===== src/rtl/mem_wb_stage.sv =====
// MEM/WB stage: ALU results go straight to writeback; lw/sw are serialised
// into four byte accesses on an 8-bit data memory, stalling upstream.
//
// state | meaning
// IDLE  | accepting instructions; memory port quiet
// LOAD  | reading byte k of the word at base+k, assembling little-endian
// STORE | writing byte k of the store data to base+k
module mem_wb_stage (
  input  logic        clock,
  input  logic        reset_n,
  input  logic        ex_valid,
  input  logic [31:0] ex_alu_result,
  input  logic [31:0] ex_store_data,
  input  logic [4:0]  ex_dest_reg,
  input  logic        ex_reg_write,
  input  logic        ex_lw,
  input  logic        ex_sw,
  output logic        stall,
  output logic [9:0]  dmem_addr,
  output logic [7:0]  dmem_wdata,
  output logic        dmem_wr,
  input  logic [7:0]  dmem_rdata,
  output logic        wb_write,
  output logic [31:0] wb_data,
  output logic [4:0]  wb_dest
);

  typedef enum logic [1:0] {
    IDLE  = 2'd0,
    LOAD  = 2'd1,
    STORE = 2'd2
  } state_t;

  state_t      state_q, state_d;
  logic [1:0]  k_q;
  logic [9:0]  base_q;
  logic [31:0] sdata_q;
  logic [4:0]  dest_q;
  logic [23:0] lword_q;

  logic idle, accept_lw, accept_sw, accept_alu, accept_any, last_byte;

  assign idle       = (state_q == IDLE);
  assign accept_lw  = idle & ex_valid & ex_lw;
  assign accept_sw  = idle & ex_valid & ~ex_lw & ex_sw;
  assign accept_alu = idle & ex_valid & ~ex_lw & ~ex_sw & ex_reg_write;
  assign accept_any = accept_lw | accept_sw | accept_alu;
  assign last_byte  = (k_q == 2'd3);

  // State register; async reset aborts any in-flight memory operation.
  always_ff @(posedge clock or negedge reset_n) begin
    if (!reset_n) state_q <= IDLE;
    else          state_q <= state_d;
  end

  // Next state and memory port; the port is driven only while busy.
  always_comb begin
    state_d    = state_q;
    dmem_addr  = 10'd0;
    dmem_wdata = 8'd0;
    dmem_wr    = 1'b0;
    case (state_q)
      IDLE: begin
        if (accept_lw)      state_d = LOAD;
        else if (accept_sw) state_d = STORE;
      end
      LOAD: begin
        dmem_addr = base_q + 10'(k_q);
        if (last_byte) state_d = IDLE;
      end
      STORE: begin
        dmem_addr  = base_q + 10'(k_q);
        dmem_wdata = sdata_q[{k_q, 3'b000} +: 8];
        dmem_wr    = 1'b1;
        if (last_byte) state_d = IDLE;
      end
      default: state_d = IDLE;
    endcase
  end

  // Capture registers, byte index, stall and the writeback port.
  always_ff @(posedge clock or negedge reset_n) begin
    if (!reset_n) begin
      k_q      <= 2'd0;
      base_q   <= 10'd0;
      sdata_q  <= 32'd0;
      dest_q   <= 5'd0;
      lword_q  <= 24'd0;
      stall    <= 1'b0;
      wb_write <= 1'b0;
      wb_data  <= 32'd0;
      wb_dest  <= 5'd0;
    end else begin
      wb_write <= 1'b0;
      if (accept_any) begin
        base_q  <= ex_alu_result[9:0];
        sdata_q <= ex_store_data;
        dest_q  <= ex_dest_reg;
        k_q     <= 2'd0;
        lword_q <= 24'd0;
      end
      if (accept_lw || accept_sw) stall <= 1'b1;
      if (accept_alu && ex_dest_reg != 5'd0) begin
        wb_write <= 1'b1;
        wb_data  <= ex_alu_result;
        wb_dest  <= ex_dest_reg;
      end
      if (!idle) begin
        // k wraps 3 -> 0 on the final edge, leaving it cleared in IDLE.
        k_q <= k_q + 2'd1;
        if (state_q == LOAD) begin
          case (k_q)
            2'd0:    lword_q[7:0]   <= dmem_rdata;
            2'd1:    lword_q[15:8]  <= dmem_rdata;
            2'd2:    lword_q[23:16] <= dmem_rdata;
            default: ;
          endcase
        end
        if (last_byte) begin
          stall <= 1'b0;
          // Loads to x0 still perform all four reads but never write back.
          if (state_q == LOAD && dest_q != 5'd0) begin
            wb_write <= 1'b1;
            wb_data  <= {dmem_rdata, lword_q};
            wb_dest  <= dest_q;
          end
        end
      end
    end
  end

endmodule


===== config.mk =====
export PLATFORM = sky130hd
export DESIGN_NAME = mem_wb_stage
export DESIGN_NICKNAME = d
export VERILOG_FILES = /design/src/rtl/mem_wb_stage.sv
export SDC_FILE = /design/constraint.sdc
export NUM_CORES = 1
export LEC_CHECK = 0
export CORE_MARGIN = 4
export CORE_UTILIZATION = 53
export CTS_BUF_LIST = sky130_fd_sc_hd__clkbuf_16
export CTS_CLUSTER_SIZE = 40
export DETAILED_ROUTE_END_ITERATION = 7
export PLACE_DENSITY_LB_ADDON = 0.08
export REMOVE_ABC_BUFFERS = 1
export SLEW_MARGIN = 40
export SYNTH_ARGS = -nofsm -noshare
export SYNTH_HDL_FRONTEND = slang
export SYNTH_SLANG_ARGS = --single-unit
export TNS_END_PERCENT = 30

===== constraint.sdc =====
create_clock -name clock -period 4.52 [get_ports clock]
set_input_delay 0.678 -clock clock [delete_from_list [all_inputs] [get_ports clock]]
set_output_delay 0.678 -clock clock [all_outputs]
set_load 0.1 [all_outputs]

Word level (Yosys, flattened, before mapping)
Cells that the tools add are included.
{"block": "op_classes", "add_sub_neg": 2, "mul": 0, "n_div": 0, "magnitude_cmp": 0, "n_eq_ne": 8, "n_shift": 1, "mux": 30, "bitwise": 10, "reduce_logical": 9}
{"operator": "$mux W32", "count": 4}
{"operator": "$mux W24", "count": 3}
{"operator": "$mux W8", "count": 4}
{"operator": "$shiftx A32 B6 Y8", "count": 1}
{"operator": "$mux W5", "count": 4}
{"operator": "$add A10 B2 Y10", "count": 1}
{"operator": "$mux W10", "count": 1}
{"operator": "$mux W2", "count": 5}
{"operator": "$reduce_bool A5 Y1", "count": 2}
{"operator": "$mux W1", "count": 8}
{"operator": "$and A1 B1 Y1", "count": 6}
{"operator": "$eq A2 B2 Y1 const B", "count": 3}
{"operator": "$eq A2 B1 Y1 const B", "count": 2}
{"operator": "$logic_not A2 Y1", "count": 2}
{"operator": "$ne A2 B1 Y1 const B", "count": 2}
{"operator": "$pmux W2 S2", "count": 1}
{"operator": "$ne A3 B1 Y1 const B", "count": 1}
{"operator": "$add A2 B1 Y2 const B", "count": 1}
{"operator": "$logic_and A1 B1 Y1", "count": 2}
{"operator": "$not A1 Y1", "count": 2}
{"operator": "$or A1 B1 Y1", "count": 2}
{"operator": "$reduce_and A2 Y1", "count": 1}
{"operator": "$reduce_or A2 Y1", "count": 1}
{"operator": "$logic_or A1 B1 Y1", "count": 1}
{"block": "totals", "ff_bits": 114, "latch_bits": 0, "ramBits": 0, "romBits": 0, "inputBits": 83, "output_inout_bits": 58, "wordCells": 70, "mem_count": 0}

Longest topological paths before layout
{"block": "logic_depth", "depth_word": 10, "ltp_mapped": 9}

Least setup slack after synthesis
No wires, ideal clock.
{"block": "synth_path", "path_type": "flip-flop to output port", "from": "register k_q[1]", "to": "output port dmem_addr[5]", "arrival_time_ns": 3.292, "required_ns": 3.842, "setup_slack_ns": 0.550, "path_stages_with_launch": 5, "path_buffers": 0, "cell_sequence": "dfrtp_1 ha_1 a21oi_1 or3_1 a21boi_0"}
{"block": "synth_between", "elab_chain_cells": 2}
{"item": "start: declaration", "line": "35", "text": "logic [1:0] k_q;"}
{"item": "start signal: assignment", "line": "110", "text": "k_q <= k_q + 2'd1;"}
{"item": "$add A10 B2 Y10", "line": "68, 72"}
{"item": "$mux W10"}
{"item": "end: declaration", "line": "19", "text": "output logic [9:0] dmem_addr,"}
No other way between the ends.

Worst setup path in the final report
{"block": "layout_path", "from": "register k_q[0]", "to": "output port dmem_addr[9]"}
The elaborated chain is that of the path after synthesis.

==> impl_results.md <==
* Vias in the first global route at 4,166
* Synthesized flop and latch total at between 100 and 150
* First-pass GRT wire length at 20,400 um
* DIE HEIGHT at 108 um
* Commonest non-fill, non-tap cells in the layout: 114 x dfrtp_1, 81 x clkdlybuf4s50_1, 58 x nand2_1, 49 x buf_2, 47 x mux2_2
* Clock Skew at approximately 0.012 ns
* Fin area at 0.00714 mm^2
* Max Cap Viol at 0
* Outcome: complete, no violations
* DPL Wire Length at about 8700 um
* Via count at 4,029
* Clk sinks at 114
* Commonest non-fill, non-tap cell in the layout: dfrtp_1
* Worst setup SP type: flip-flop
* Min Tclk post-route at between 3 and 4 ns
* Slew headroom at about 49%
* Reg2reg end: wb_data[8]
* Worst setup path end: dmem_addr[9]
* Die Wd at 108 um
* Number of synthesized flops with an enable pin at 0
* Core area at 0.00977 mm^2
* Clock Tree Root: clkbuf_16
* Clk slew on worst S/H paths at about 0.060 ns
* DRC violations left at 0
* R2r setup slk at around 1.9 ns
* Initial core utilization at 54.2%
* Layout area overhead at 34.6%
* Simple-gate share of the synthesized area at 13.4%
* Post-synthesis cell count at 464
* Fin cells at 750
* Initial DRC count at 160
* PortBufs at 140
* Diodes inserted at 0
* Synth Area in Adders at under 10%
* DRT Pass-1 Iters at 4
* Fin nets at 697
* WP data arrival at 2.72 ns
* # Post-CTS Setup Buffers at 0
* Worst setup EP type: output port
* Critical-path cell list: ha_1 > a21oi_1 > nor4b_1 > xor2_1 > and2_1 > buf_4
* Fraction of synthesized area in multiplexers at around a fifth
* Unrepaired setup endpoints after global routing: false
* RD Place Congestion at 0.788
* Worst Reg2Reg Path Length in Cells at 7
* Cell Rows at 36
* Final Setup Violations at 0
* Die Area at approximately 0.012 mm^2
* Final WL at 12,600 um
* Crit. Startpoint: k_q[0]
* XOR/XNOR share of the synthesized area at 1.16%
* Post-DRT Antenna Nets at 0
* Largest net degree at the start of global routing at 86
* Crit-path slowest cell: dfrtp_1
* Reg2reg start: state_q[1]
* Congestion Overflow GR at 0
* Final Hold Fails at 0
* Area post-placement at between 0.006 and 0.007 mm^2
* Crit path max fanout at 14
* Max frequency at roughly 0.29 GHz
* Ys flop type: dfrtp_1
* Largest family of logic cells by synthesized area: multiplexers
* Hold Crit Class: in2async
* Synth async-reset ratio at between 90% and 100%
* # resized after CTS at 0
* Syn Area/Cell at 11.4 um^2
* CTS max path bufs at 2
* Largest stage delay on the critical path at 0.80 ns
* Setup TNS at 0 ns
* Number of H-tree levels at 4
* Layout cells sized above 1 at 24.8%
* Crit path kind: reg2out
* Synth Area in Compound Gates at under 10%
* # placed instances at 717
* Clk Latency, worst-skew pair at 0.40 ns
* Period utilization at about 75%
* Max-slew violation count at 0
* Ys Warns at 0
* Hold buffer count at cts at 0
* Seq/Total Area, Yosys at 53.8%
* Distinct cells, synth at 40
* Initial antenna violation count at 0
* WL/cell at around 17 um
* # IOs at 141
* Cts bufs inserted at 17
* Syn Std Cell Area at 0.00530 mm^2
* Vias/cell at around 5.4
* Least-Margin Pin Slew at 0.765 ns
* CTS tree: built
* Total GRT Usage at 22.4%
* WP data required at 3.84 ns
[synth_stat cells, types with 2 or more instances]
library cell / number / share of area, %
o211ai_1: 3 / 0.42
mux2i_1: 32 / 6.0
a22oi_1: 3 / 0.42
nand2_1: 58 / 4.1
buf_2: 14 / 1.3
nor2_1: 37 / 2.6
buf_1: 2 / 0.14
xor2_1: 4 / 0.66
clkbuf_1: 6 / 0.42
and2_1: 18 / 2.1
dfrtp_1: 114 / 54
mux4_2: 8 / 3.4
and2_0: 2 / 0.24
nand3_1: 31 / 2.9
ha_1: 9 / 2.1
nor2b_1: 2 / 0.24
a21oi_1: 36 / 3.4
buf_12: 2 / 0.76
inv_1: 8 / 0.57
mux2_2: 47 / 10
o21ai_0: 5 / 0.47
nand2b_1: 2 / 0.24
xnor2_1: 3 / 0.50
or4_1: 2 / 0.28
[registers in the layout (all words and copies together) (netlist names)]
name,flops
wb_data,32
wb_dest,5
wb_write,1
base_q,10
lword_q,24
state_q,2
dest_q,5
k_q,2
stall,1
sdata_q,32
[critical path, delay by kind of cell, from the launching register on]
family          cells  cell delay (ns)
xor+xnor            1             0.18
flops               1             0.80
fa+ha+maj           1             0.35
compound gates      1             0.16
simple gates        2             0.55
buf+inv             1             0.28
[how the worst min path moves through the flow]
stage / endpoint / cells after the start
after detailed placement: lword_q[7] / 2
after global placement: sdata_q[20] / 1
after global routing: dest_q[3] / 1
after floorplan: base_q[0] / 0
final: dest_q[1] / 1
after CTS: wb_dest[3] / 1
[cell families (layout without fill, tap and decap cells)]
| kind of cell | count (synthesis) | in the layout |
|---|---|---|
| and+or+nand+nor | 157 | 157 |
| adders and majority gates | 10 | 10 |
| muxes | 87 | 87 |
| buffers and inverters | 34 | 187 |
| xor gates and xnor gates | 7 | 7 |
| AOI/OAI and AO/OA | 55 | 55 |
| DFF | 114 | 114 |
[final cells by class]
type	instances	area (um^2)
sequential	114	2850
fill	722	2640
multi-input combinational	316	2280
timing repair buffer	147	1220
clock buffer	17	425
tap	133	166
clock inverter	15	160
inverter	8	30.0
[per-layer routing]
layer	part of all wire [%]	track usage, %
met5	0	0
met4	1.9	7.48
met3	7.0	7.04
met2	49	36.7
met1	42	28.4
[through the flow]
stage	hold WS [ns]	utilization, %	worst slack [ns]
after floorplan	0.382	-	0.302
after global placement	0.481	69.3	1.29
after detailed placement	0.487	66.9	1.29
after CTS	0.369	72.9	1.03
after global routing	0.366	73.0	0.862
final	0.303	73.0	1.13
Power is left out: the tool's default activity adds up to more than one toggle a clock period on the data nets, which glitch-free logic cannot reach.
